===== src/rtl/mux8way_arbiter_if.sv =====
// mux8way_arbiter_if: bundles the eight request channels and the single
// registered output channel of the 8-way word arbiter.
//   master : the surrounding system (drives requests and out_ready)
//   slave  : the arbiter itself
interface mux8way_arbiter_if #(
  parameter int WIDTH = 16
);
  logic [7:0]         in_valid;
  logic [8*WIDTH-1:0] in_data;
  logic [7:0]         in_ready;
  logic               out_valid;
  logic [WIDTH-1:0]   out_data;
  logic [2:0]         out_sel;
  logic               out_ready;

  modport master (
    output in_valid, in_data, out_ready,
    input  in_ready, out_valid, out_data, out_sel
  );

  modport slave (
    input  in_valid, in_data, out_ready,
    output in_ready, out_valid, out_data, out_sel
  );
endinterface


===== src/rtl/mux8way_arbiter.sv =====
// mux8way_arbiter: merges up to eight valid/ready word sources into one
// registered output channel, tagging each word with its source index.
// Build option: define MUX8WAY_RR_EN for round-robin arbitration driven by
// a "last granted" pointer; otherwise the lowest valid index always wins.
// in_ready is a combinational function of in_valid, out_ready and reset.
module mux8way_arbiter #(
  parameter int WIDTH = 16
) (
  input  logic              clk,
  input  logic              reset,
  mux8way_arbiter_if.slave  bus
);

  logic             load;
  logic             gnt_any;
  logic [2:0]       gnt_idx;
  logic [2:0]       idx;
  logic [2:0]       start;
  logic             take;
  logic [WIDTH-1:0] gnt_word;

  logic             out_valid_p0;
  logic [WIDTH-1:0] out_data_p0;
  logic [2:0]       out_sel_p0;

`ifdef MUX8WAY_RR_EN
  logic [2:0]       last;

  // Round-robin pointer: remembers the most recently accepted source.
  always_ff @(posedge clk or posedge reset) begin
    if (reset) begin
      last <= 3'd7;
    end else if (take) begin
      last <= gnt_idx;
    end
  end

  assign start = last + 3'd1;
`else
  assign start = 3'd0;
`endif

  // The register can accept a word when empty or being drained this cycle.
  assign load = !out_valid_p0 || bus.out_ready;

  // Grant search: first valid source at or after start, wrapping upward.
  always_comb begin
    gnt_any = 1'b0;
    gnt_idx = 3'd0;
    idx     = 3'd0;
    for (int k = 0; k < 8; k++) begin
      idx = start + 3'(k);
      if (!gnt_any && bus.in_valid[idx]) begin
        gnt_any = 1'b1;
        gnt_idx = idx;
      end
    end
  end

  assign take     = load && gnt_any && !reset;
  assign gnt_word = bus.in_data[32'(gnt_idx)*WIDTH +: WIDTH];

  // One-hot accept to the granted source; silent while reset is held.
  always_comb begin
    bus.in_ready = 8'h00;
    if (take) begin
      bus.in_ready[gnt_idx] = 1'b1;
    end
  end

  // ---- stage p0: output register ----
  // Output register: load granted word, empty on idle load, hold otherwise.
  always_ff @(posedge clk or posedge reset) begin
    if (reset) begin
      out_valid_p0 <= 1'b0;
      out_data_p0  <= '0;
      out_sel_p0   <= 3'd0;
    end else if (load) begin
      if (gnt_any) begin
        out_valid_p0 <= 1'b1;
        out_data_p0  <= gnt_word;
        out_sel_p0   <= gnt_idx;
      end else begin
        out_valid_p0 <= 1'b0;
      end
    end
  end

  assign bus.out_valid = out_valid_p0;
  assign bus.out_data  = out_data_p0;
  assign bus.out_sel   = out_sel_p0;

endmodule


===== src/flat_wrapper.sv =====
// flat-port wrapper written by rule: the top's interface ports become plain ports
module mux8way_arbiter_flat 
#(
  parameter int WIDTH = 16
)
  (clk, reset, bus_in_valid, bus_in_data, bus_out_ready, bus_in_ready, bus_out_valid, bus_out_data, bus_out_sel);
  mux8way_arbiter_if #(.WIDTH(WIDTH)) bus_i ();
  input  logic clk;
  input  logic reset;
  input wire logic [$bits(bus_i.in_valid)-1:0] bus_in_valid;
  input wire logic [$bits(bus_i.in_data)-1:0] bus_in_data;
  input wire logic [$bits(bus_i.out_ready)-1:0] bus_out_ready;
  output wire logic [$bits(bus_i.in_ready)-1:0] bus_in_ready;
  output wire logic [$bits(bus_i.out_valid)-1:0] bus_out_valid;
  output wire logic [$bits(bus_i.out_data)-1:0] bus_out_data;
  output wire logic [$bits(bus_i.out_sel)-1:0] bus_out_sel;
  assign bus_i.in_valid = bus_in_valid;
  assign bus_i.in_data = bus_in_data;
  assign bus_i.out_ready = bus_out_ready;
  assign bus_in_ready = bus_i.in_ready;
  assign bus_out_valid = bus_i.out_valid;
  assign bus_out_data = bus_i.out_data;
  assign bus_out_sel = bus_i.out_sel;
  mux8way_arbiter #(.WIDTH(WIDTH)) u_core (.clk(clk), .reset(reset), .bus(bus_i));
endmodule

===== config.mk =====
export PLATFORM = sky130hd
export DESIGN_NAME = mux8way_arbiter_flat
export DESIGN_NICKNAME = d
export VERILOG_FILES = /design/src/rtl/mux8way_arbiter_if.sv /design/src/rtl/mux8way_arbiter.sv /design/src/flat_wrapper.sv
export SDC_FILE = /design/constraint.sdc
export NUM_CORES = 1
export LEC_CHECK = 0
export CORE_MARGIN = 1
export CORE_UTILIZATION = 34
export DETAILED_ROUTE_END_ITERATION = 8
export PLACE_DENSITY = 0.91
export REMOVE_ABC_BUFFERS = 1
export SLEW_MARGIN = 20
export SYNTH_ARGS = -nofsm -noshare
export SYNTH_HDL_FRONTEND = slang
export SYNTH_SLANG_ARGS = --single-unit

===== constraint.sdc =====
create_clock -name clk -period 2.75 [get_ports clk]
set_clock_uncertainty 0.2 [all_clocks]
set_input_delay 0.55 -clock clk [delete_from_list [all_inputs] [get_ports clk]]
set_output_delay 0.55 -clock clk [all_outputs]
set_load 0.05 [all_outputs]

# Word-level counts from Yosys, hierarchy flattened

Cells that the tools add are included.

Order comparisons: 2
Shift-type cells: 1
Multiplexer cells: 19
Reductions and logical operators: 21

Operators with widths:

| kind                 | count |
|---|---|
| $shiftx A128 B8 Y16  | 1 |
| $mux W3              | 6 |
| $mux W1              | 11 |
| $logic_and A1 B1 Y1  | 10 |
| $logic_not A1 Y1     | 9 |
| $mux W8              | 1 |
| $lt A3 B4 Y1 const B | 1 |
| $demux W1 S3         | 1 |
| $ge A3 B1 Y1 const B | 1 |
| $reduce_and A2 Y1    | 1 |
| $logic_or A1 B1 Y1   | 1 |

Register bits after elaboration: 20
Output and inout port bits: 28
Logic and storage cells: 46

# Logic depth before layout (Yosys ltp)

Gate-level depths: netlist of run 1.

Word-level depth: 27
Mapped depth: 9
Depth with buffers taken out: 6

# Worst setup path after synthesis of run 1

No wires, ideal clock.

Path kind: input port to output port
Start point: input bus_in_valid[2]
End point: output bus_in_ready[5]
Arrival time: 3066 ps
Setup slack: -1066 ps
Stages: 7
Cell sequence: nor4_4 > and2_1 > buf_4 > a21oi_1 > buf_6 > clkbuf_1 > nor4_1

Longest elaborated chain between the ends: 22

RTL lines:

| item                                                                      | line                  | source |
|---|---|---|
| start, declared                                                           | flat_wrapper.sv:10    | `input wire logic [$bits(bus_i.in_valid)-1:0] bus_in_valid;` |
| $logic_and A1 B1 Y1 *                                                     | mux8way_arbiter.sv:53 | `if (!gnt_any && bus.in_valid[idx]) begin` |
| $mux W1                                                                   | mux8way_arbiter.sv:53 |  |
| $logic_not A1 Y1                                                          | mux8way_arbiter.sv:53 |  |
| $logic_and A1 B1 Y1                                                       | mux8way_arbiter.sv:53 |  |
| $mux W1                                                                   | mux8way_arbiter.sv:53 |  |
| $logic_not A1 Y1                                                          | mux8way_arbiter.sv:53 |  |
| $logic_and A1 B1 Y1                                                       | mux8way_arbiter.sv:53 |  |
| $mux W1                                                                   | mux8way_arbiter.sv:53 |  |
| (+6 left out)                                                             | -                     |  |
| $logic_not A1 Y1                                                          | mux8way_arbiter.sv:53 |  |
| $logic_and A1 B1 Y1                                                       | mux8way_arbiter.sv:53 |  |
| $mux W3                                                                   | mux8way_arbiter.sv:53 |  |
| $lt A3 B4 Y1 (implied by the code) / $ge A3 B1 Y1 (equally long branches) | mux8way_arbiter.sv:67 | `bus.in_ready[gnt_idx] = 1'b1;` |
| $logic_and A1 B1 Y1 (implied by the code)                                 | mux8way_arbiter.sv:67 |  |
| $mux W1 (implied by the code)                                             | mux8way_arbiter.sv:67 |  |
| $demux W1 S3                                                              | -                     |  |
| $mux W8 *                                                                 | mux8way_arbiter.sv:66 | `if (take) begin` |
| end, declared                                                             | flat_wrapper.sv:13    | `output wire logic [$bits(bus_i.in_ready)-1:0] bus_in_ready;` |

Mark *: on every way between the ends. The rest lies on a longest branch, timed or not.

# Worst setup path in the final report of run 1

Start point: input bus_in_valid[7]
End point: output bus_in_ready[4]

Longest elaborated chain between the ends: 7

RTL lines:

| item                                                                      | line |
|---|---|
| $logic_and A1 B1 Y1 *                                                     | mux8way_arbiter.sv:53 |
| $mux W3                                                                   | mux8way_arbiter.sv:53 |
| $lt A3 B4 Y1 (implied by the code) / $ge A3 B1 Y1 (equally long branches) | mux8way_arbiter.sv:67 |
| $logic_and A1 B1 Y1 (implied by the code)                                 | mux8way_arbiter.sv:67 |
| $mux W1 (implied by the code)                                             | mux8way_arbiter.sv:67 |
| $demux W1 S3                                                              | - |
| $mux W8 *                                                                 | mux8way_arbiter.sv:66 |

Marks and branches as above.

==> impl_results.md, run 1 <==
* Number of library cell types mapped by synthesis at 34
* Post-layout min period at 2.72 ns
* Biggest area contributors in the synthesized netlist: sky130_fd_sc_hd__dfrtp_1 (24%), sky130_fd_sc_hd__mux2i_1 (13%), sky130_fd_sc_hd__nand2_1 (5.4%)
* Height of the die at 80.2 µm
* Detailed Route WL at 9.41 mm
* Share of the clock period used by the worst path after layout at 0.989
* Area Overhead vs Synth at 103%
* Transition time at the pin with the least slew margin at 0.550 ns
* Clock-pin transition on the worst setup and hold timing paths at 0.09 ns
* Core Area at 5920 µm²
* Overall die width at 80.2 µm
* Final hold violation count at 0
* Worst skew pair latency at 0.27 ns
* Total grt overflow at 0
* Library cell appearing most often on the critical path: sky130_fd_sc_hd__buf_6
* Routed wire per std cell at 18.2 µm
* Number of antenna violations at the first check in global routing at 0
* Ratio of cells with drive above 1 in the final layout at 0.184
* Number of buffers between clock root and the deepest sink at 2
* Cell chain of the critical path: clkdlybuf4s50_1 > nor2_1 > a21o_1 > buf_6 > nor4_4 > buf_6
* Detailed-route via count at 3,021
* Maximum number of pins on one net before global-route repair at 28
* Number of cells after detailed placement at 510
* Sequential area share after synthesis at 0.241
* Post-synthesis instance area at 2080 µm²
* Number of I/O pins at 167
* Area leader, netlist: sky130_fd_sc_hd__dfrtp_1
* Power density over cell area at 330 nW/µm²
* H-tree lvl count at 1
* Clock sinks at 20
* Utilization of the core after routing at 0.714
* Design Area, Final at 4230 µm²
* Rel. slew slack at 0.632
* Worst hold path class: register to register
* Half-perimeter wire length after placement at 7.26 mm
* Data arrival time of the critical path at 1.97 ns
* Worst Setup Start Kind: input pin
* Final number of max-transition violations at 0
* Number of vias per cell at 5.85
* Detailed-routing iteration count for the pre-antenna-repair pass at 7
* Critical path type: input pin to output port
* Number of warnings issued by yosys at 0
* MaxCap Viol Count at 0
* Register-to-register path setup slack at 0.85 ns
* Worst setup EP type: output port
* Average footprint of a synthesized cell at 8.08 µm²
* Total setup violations reported at the end of the flow at 0
* Highest achievable clock rate at 0.368 GHz
* Number of diodes added for antenna fixing at 0
* Reported leakage power at 0.00170 µW
* Outcome: finished clean
* CP max stage delay at 0.49 ns
* First-iteration detailed-routing DRC count at 138
* Number of rows in the core area at 28
* Clock tree from TritonCTS: done
* Number of buffers inserted during clock tree synthesis at 3
* Initial cell density of the core at 0.351
* Area fraction of the dominant cell type after synthesis at 0.241
* Worst-case vdd ir drop at 0.000193 V
* Number of I/O port buffers at 166
* Area after detailed placement at 4060 µm²
* Number of nets in the layout at 581
* Worst-path fanout max at 4
* Filler cell count at 470
* Routability congestion estimate from global placement at 0.927
* Residual DRC count at 0
* Clock Root Buffer: sky130_fd_sc_hd__clkbuf_8
* Via count of the first global-routing pass at 2,922
* Post-DRT Antenna Nets at 0
* Data required, critical path at 2.00 ns
* Wire length of the first global-routing pass at 13.8 mm
* Aggregate global-route resource usage at 0.283
* Die footprint at 6430 µm²
* Standard cell with the maximum stage delay on the critical path: sky130_fd_sc_hd__clkdlybuf4s50_1
* Number of instances in the synthesized netlist at 257
* Register bit total from synthesis at 20
* Non-filler cells in the finished layout at 516
cell usage after synthesis (all sizes together):
master,instances
nand2,30
mux2i,26
dfrtp,20
a21oi,18
nand3,18
clkbuf,15
nor2,15
buf,12
o211ai,12
a31oi,10
o32a,10
o221ai,9
nor4,8
o22a,8
a22oi,7
mux2,7
a22o,6
o2111ai,6
o21ai,5
nor2b,3
a21o,2
inv,2
a221o,1
a221oi,1
a311oi,1
and2,1
and3,1
nand2b,1
nor3,1
o31ai,1
report_power, final:
part / total, µW / internal, µW / switching [µW] / leakage [µW]
Sequential: 350 / 330 / 19.8 / 0.000228
Clock: 315 / 195 / 120 / 0.0000357
Combinational: 733 / 372 / 361 / 0.00144
area by class of cell:
class / instances / area (µm²) / area share
clock inverters: 1 / 30.0 / 0.00710
multi-input cells: 208 / 1540 / 0.363
flip-flops and latches: 20 / 500 / 0.118
well taps: 75 / 93.8 / 0.0222
repair buffers: 207 / 2020 / 0.478
inverters: 2 / 7.51 / 0.00178
clock buffers: 3 / 41.3 / 0.00977
per-stage QoR:
stage / setup slack [ns] / hold WS, ns / power [µW] / setup TNS [ns]
final: 0.0293 / 0.315 / 1400 / 0
after global routing: -0.000165 / 0.324 / 1460 / -0.000165
after CTS: 0.00165 / 0.311 / 1400 / 0
after detailed placement: -0.344 / 0.290 / 1070 / -4.86
after global placement: -0.293 / 0.273 / 1050 / -2.93
after floorplan: -2.11 / 0.319 / 681 / -30.68
final timing paths:
kind,to,depth (start not counted),from
max,bus_in_ready[4],6,bus_in_valid[7]
min,u_core.bus.out_data[15],1,u_core.bus.out_data[15]
max reg2reg,u_core.bus.out_data[9],6,u_core.bus.out_valid
min reg2reg,u_core.bus.out_data[15],1,u_core.bus.out_data[15]
max in group asynchronous,u_core.bus.out_data[10],4,reset
min in group asynchronous,u_core.bus.out_valid,4,reset
routing by layer:
metal	track usage	part of all wire	vias to the layer above
li1	-	-	1391
met1	0.272	0.34	1393
met2	0.555	0.51	200
met3	0.0625	0.11	37
met4	0.143	0.043	0
met5	0	0	-
cells in the final DEF, fill, tap and decap left out, types with 4 or more instances in the layout:
cell and count:
sky130_fd_sc_hd__nor2_1 14, sky130_fd_sc_hd__mux2i_1 26, sky130_fd_sc_hd__nand2_1 30, sky130_fd_sc_hd__a22o_1 6, sky130_fd_sc_hd__mux2_2 7, sky130_fd_sc_hd__o221ai_1 9
sky130_fd_sc_hd__dfrtp_1 20, sky130_fd_sc_hd__buf_4 39, sky130_fd_sc_hd__a22oi_1 7, sky130_fd_sc_hd__buf_12 5, sky130_fd_sc_hd__o21ai_0 4, sky130_fd_sc_hd__o32a_1 10
sky130_fd_sc_hd__o211ai_1 12, sky130_fd_sc_hd__buf_6 5, sky130_fd_sc_hd__nand3_1 18, sky130_fd_sc_hd__clkdlybuf4s50_1 151, sky130_fd_sc_hd__o22a_1 8, sky130_fd_sc_hd__a21oi_1 15
sky130_fd_sc_hd__o2111ai_1 6, sky130_fd_sc_hd__a31oi_1 10
cell families after synthesis:
logic type	after synthesis	share of synthesized area
AO/OA/AOI/OAI	97	0.352
AND/OR/NAND/NOR	78	0.177
multiplexers	33	0.163
buffers and inverters	29	0.0675
flip-flops	20	0.241
what timing repair did:
| action | CTS | global route |
|---|---|---|
| endpoints found under the setup margin | 9 | 6 |
| hold buffers | 0 | 0 |
| gates cloned | 0 | 0 |
| gates resized for setup | 28 | 11 |
| pin swaps | 4 | 4 |
| setup buffers | 2 | 0 |
worst max-delay path, delay by kind of cell:
family	cells	cell delay, ns
buffers and inverters	3	0.84
AND/OR/NAND/NOR	2	0.33
AO/OA/AOI/OAI	1	0.24
state kept, by name, indices dropped and copies added (netlist names):
register              flops
u_core.bus.out_sel        3
u_core.bus.out_valid      1
u_core.bus.out_data      16
No activity file was read; power rests on OpenSTA's default activity.
==> inputs of run 2 (changes only) <==
--- a/config.mk
+++ b/config.mk
@@ -8,6 +8,7 @@
 export CORE_MARGIN = 1
 export CORE_UTILIZATION = 34
 export DETAILED_ROUTE_END_ITERATION = 8
+export GPL_TIMING_DRIVEN = 0
 export PLACE_DENSITY = 0.91
 export REMOVE_ABC_BUFFERS = 1
 export SLEW_MARGIN = 20
==> constraint.sdc (replaced) <==
create_clock -name clk -period 2.89 [get_ports clk]
set_clock_uncertainty 0.2 [all_clocks]
set_input_delay 0.578 -clock clk [delete_from_list [all_inputs] [get_ports clk]]
set_output_delay 0.578 -clock clk [all_outputs]
set_load 0.05 [all_outputs]
==> run 2 against run 1 <==
Compared with the run above:
- the run now ends with setup timing left
- worst setup slack got worse by 0.082 ns
- sequential power shrank 5%
- critical path depth grew 2
- utilization decreased by 2.6 points
- highest routed layer unchanged
- final cell count down 4.1%
- sequential share of layout area up 0.45 points
- largest power group unchanged
- global-route usage fell by 0.72 points
- combinational power shrank 6.1%
- register-to-register slack lost 0.10 ns
- wire length decreased by 4.1%
- critical path type unchanged
- cell area shrank 3.7%
==> impl_results.md, run 2 (synthesized netlist as in run 1, its figures left out) <==
* Worst reg-to-reg path cell count at 4 (was 6)
* Data required, critical path at 2.11 ns (was 2.00 ns)
* Number of rows in the core area at 28 (unchanged)
* Clock Root Buffer: sky130_fd_sc_hd__clkbuf_8 (unchanged)
* Worst setup EP type: output port (unchanged)
* Global routing's busiest layer: met2 (unchanged)
* Post-layout min period at 2.94 ns
* Post-route setup slack at -0.0523 ns (was 0.0293 ns)
* Clock tree from TritonCTS: done (unchanged)
* Routability congestion estimate from global placement at 0.811 (was 0.927)
* Number of buffers inserted during clock tree synthesis at 3 (unchanged)
* Maximum number of pins on one net before global-route repair at 32 (was 28)
* Core Area at 5920 µm² (unchanged)
* Power density over cell area at 323 nW/µm² (was 330 nW/µm²)
* Number of I/O pins at 167 (unchanged)
* Worst Setup Start Kind: input pin (unchanged)
* Residual DRC count at 0 (unchanged)
* Transition time at the pin with the least slew margin at 1.00 ns (was 0.550 ns)
* Wire length of the first global-routing pass at 13.7 mm (was 13.8 mm)
* Number of I/O port buffers at 166 (unchanged)
* Number of buffer and inverter stages on the critical path at 5 (was 3)
* Cell chain of the critical path: buf_2 > nor4_4 > buf_4 > buf_4 > buf_4 > o21ai_1 > nor4_2 > buf_4 (was clkdlybuf4s50_1 > nor2_1 > a21o_1 > buf_6 > nor4_4 > buf_6)
* Total setup violations reported at the end of the flow at 2 (was 0)
* Cell type group with the largest total delay on the critical path: buffers and inverters (unchanged)
* Reported leakage power at 0.00161 µW (was 0.00170 µW)
* Terminus of the critical flop-to-flop path: u_core.bus.out_data[5] (was u_core.bus.out_data[9])
* Total grt overflow at 0 (unchanged)
* Worst-case vdd ir drop at 0.000222 V (was 0.000193 V)
* Detailed Route WL at 9.02 mm (was 9.41 mm)
* Aggregate global-route resource usage at 0.276 (was 0.283)
* Height of the die at 80.2 µm (unchanged)
* Startpoint of the tightest hold check path: u_core.bus.out_sel[0] (was u_core.bus.out_data[15])
* Rel. slew slack at 0.327 (was 0.632)
* Most frequent standard cell in the layout excluding fill and tap cells: sky130_fd_sc_hd__clkdlybuf4s50_1 (unchanged)
* Highest-count cells in the layout ignoring fill and taps: sky130_fd_sc_hd__clkdlybuf4s50_1 (151), sky130_fd_sc_hd__nand2_1 (29), sky130_fd_sc_hd__mux2i_1 (26) (was sky130_fd_sc_hd__clkdlybuf4s50_1 (151), sky130_fd_sc_hd__buf_4 (39), sky130_fd_sc_hd__nand2_1 (30))
* Worst skew pair latency at 0.26 ns (was 0.27 ns)
* Library cell appearing most often on the critical path: sky130_fd_sc_hd__buf_4 (was sky130_fd_sc_hd__buf_6)
* Global routing usage on met3 at 0.0489 (was 0.0625)
* Register-to-register path setup slack at 0.75 ns (was 0.85 ns)
* Origin of the worst setup path: bus_in_valid[0] (was bus_in_valid[7])
* Hold Buf Count CTS at 0 (unchanged)
* CP max stage delay at 0.31 ns (was 0.49 ns)
* Initial cell density of the core at 0.351 (unchanged)
* Design Area, Final at 4070 µm² (was 4230 µm²)
* Detailed-routing iteration count for the pre-antenna-repair pass at 4 (was 7)
* Clock sinks at 20 (unchanged)
* Number of nets in the layout at 560 (was 581)
* Number of vias per cell at 5.82 (was 5.85)
* Via count of the first global-routing pass at 3,011 (was 2,922)
* Share of the clock period used by the worst path after layout at 1.02
* Overall die width at 80.2 µm (unchanged)
* Clock-pin transition on the worst setup and hold timing paths at 0.08 ns (was 0.09 ns)
* Met1 routing resource usage after global routing at 0.283 (was 0.272)
* Total Neg Setup Slack at -0.103 ns (was 0 ns)
* End of the worst hold path: u_core.bus.out_sel[0] (was u_core.bus.out_data[15])
* Number of buffers between clock root and the deepest sink at 2 (unchanged)
* Ratio of cells with drive above 1 in the final layout at 0.157 (was 0.184)
* Area after detailed placement at 3840 µm² (was 4060 µm²)
* Standard cell with the maximum stage delay on the critical path: sky130_fd_sc_hd__nor4_4 (was sky130_fd_sc_hd__clkdlybuf4s50_1)
* Failing checks: setup timing
* H-tree lvl count at 1 (unchanged)
* Outcome: finished with violations (was finished clean)
* Number of cells on the critical path at 8 (was 6)
* Unrepaired setup endpoints after global routing: yes
* Critical path type: input pin to output port (unchanged)
* Number of antenna violations at the first check in global routing at 0 (unchanged)
* Overall power of the completed layout at 1310 µW (was 1400 µW)
* Worst-path fanout max at 6 (was 4)
* Number of flip-flops in the largest register at 16 (unchanged)
* Non-filler cells in the finished layout at 495 (was 516)
* FF-to-FF Start: u_core.bus.out_valid (unchanged)
* Area Overhead vs Synth at 96.0% (was 103%)
* Filler cell count at 491 (was 470)
* Final number of max-transition violations at 0 (unchanged)
* First-iteration detailed-routing DRC count at 99 (was 138)
* Routed wire per std cell at 18.2 µm (about the same)
* Die footprint at 6430 µm² (unchanged)
* Data arrival time of the critical path at 2.16 ns (was 1.97 ns)
* Final hold violation count at 0 (unchanged)
* Worst-case setup slack after placement at -1.84 ns (was -0.344 ns)
* Detailed-route via count at 2,883 (was 3,021)
* Met2 track demand over resource in global routing at 0.534 (was 0.555)
* Half-perimeter wire length after placement at 6.45 mm (was 7.26 mm)
* MaxCap Viol Count at 0 (unchanged)
* Post-DRT Antenna Nets at 0 (unchanged)
* Highest achievable clock rate at 0.340 GHz
* Number of cells traversed by the worst hold path at 2 (was 1)
* Number of cells after detailed placement at 477 (was 510)
* Worst hold path class: register to register (unchanged)
* Number of diodes added for antenna fixing at 0 (unchanged)
-- run 2: cell count changes in the layout (fill, tap and decap cells not counted), moves of 3 or more --
cell,change
sky130_fd_sc_hd__buf_12,-5
sky130_fd_sc_hd__buf_6,-3
sky130_fd_sc_hd__clkdlybuf4s15_2,-3
sky130_fd_sc_hd__buf_4,-18
-- run 2: layout make-up --
cell class | count | area [µm²] | share of cell area
repair buffers | 185 | 1810 | 0.445
multi-input cells | 208 | 1580 | 0.388
flip-flops and latches | 20 | 500 | 0.123
well taps | 75 | 93.8 | 0.0230
clock buffers | 3 | 41.3 | 0.0101
clock inverters | 1 | 30.0 | 0.00738
inverters | 2 | 11.3 | 0.00277
repair inverters | 1 | 5.00 | 0.00123
-- run 2: worst max-delay path by stage --
stage                     slack, ns         endpoint
after floorplan               -2.02  bus_in_ready[5]
after global placement        -4.26  bus_in_ready[5]
after detailed placement      -1.84  bus_in_ready[5]
after CTS                     0.005  bus_in_ready[5]
after global routing          -0.09  bus_in_ready[5]
final                         -0.05  bus_in_ready[4]
-- run 2: what timing repair did --
action	in CTS	in global routing
resized for setup	93	7
gates cloned	1	0
hold endpoints to repair	0	0
pin swaps	5	4
buffers inserted	12	1
endpoints found under the setup margin	27	14
-- run 2: report_power, final --
group	leakage, µW	switching [µW]	internal, µW	total [µW]
sequential	0.000228	18.7	314	333
clock	0.0000357	109	185	294
combinational	0.00134	342	346	688
-- run 2: tightest hold or removal path: stages, from the launching register on --
cell and delay (ns):
sky130_fd_sc_hd__dfrtp_1 0.35, sky130_fd_sc_hd__nand2_1 0.04, sky130_fd_sc_hd__o21ai_0 0.06
-- run 2: metrics by stage --
| step | hold slack, ns | util |
|---|---|---|
| final | 0.286 | 0.688 |
| after global routing | 0.329 | 0.688 |
| after CTS | 0.293 | 0.687 |
| after detailed placement | 0.272 | 0.649 |
| after global placement | 0.262 | 0.625 |
| after floorplan | 0.347 | - |
-- run 2: routing by layer --
layer,part of all wire,vias up
met5,0,-
met4,0.027,0
met3,0.087,27
met2,0.52,167
met1,0.37,1335
li1,-,1354
==> inputs of run 3 (changes only) <==
--- a/config.mk
+++ b/config.mk
@@ -11,6 +11,7 @@
 export GPL_TIMING_DRIVEN = 0
 export PLACE_DENSITY = 0.91
 export REMOVE_ABC_BUFFERS = 1
+export SKIP_LAST_GASP = 1
 export SLEW_MARGIN = 20
 export SYNTH_ARGS = -nofsm -noshare
 export SYNTH_HDL_FRONTEND = slang
==> results of run 3 <==
No change in the layout: final DEF, timing and power equal those of run 2.
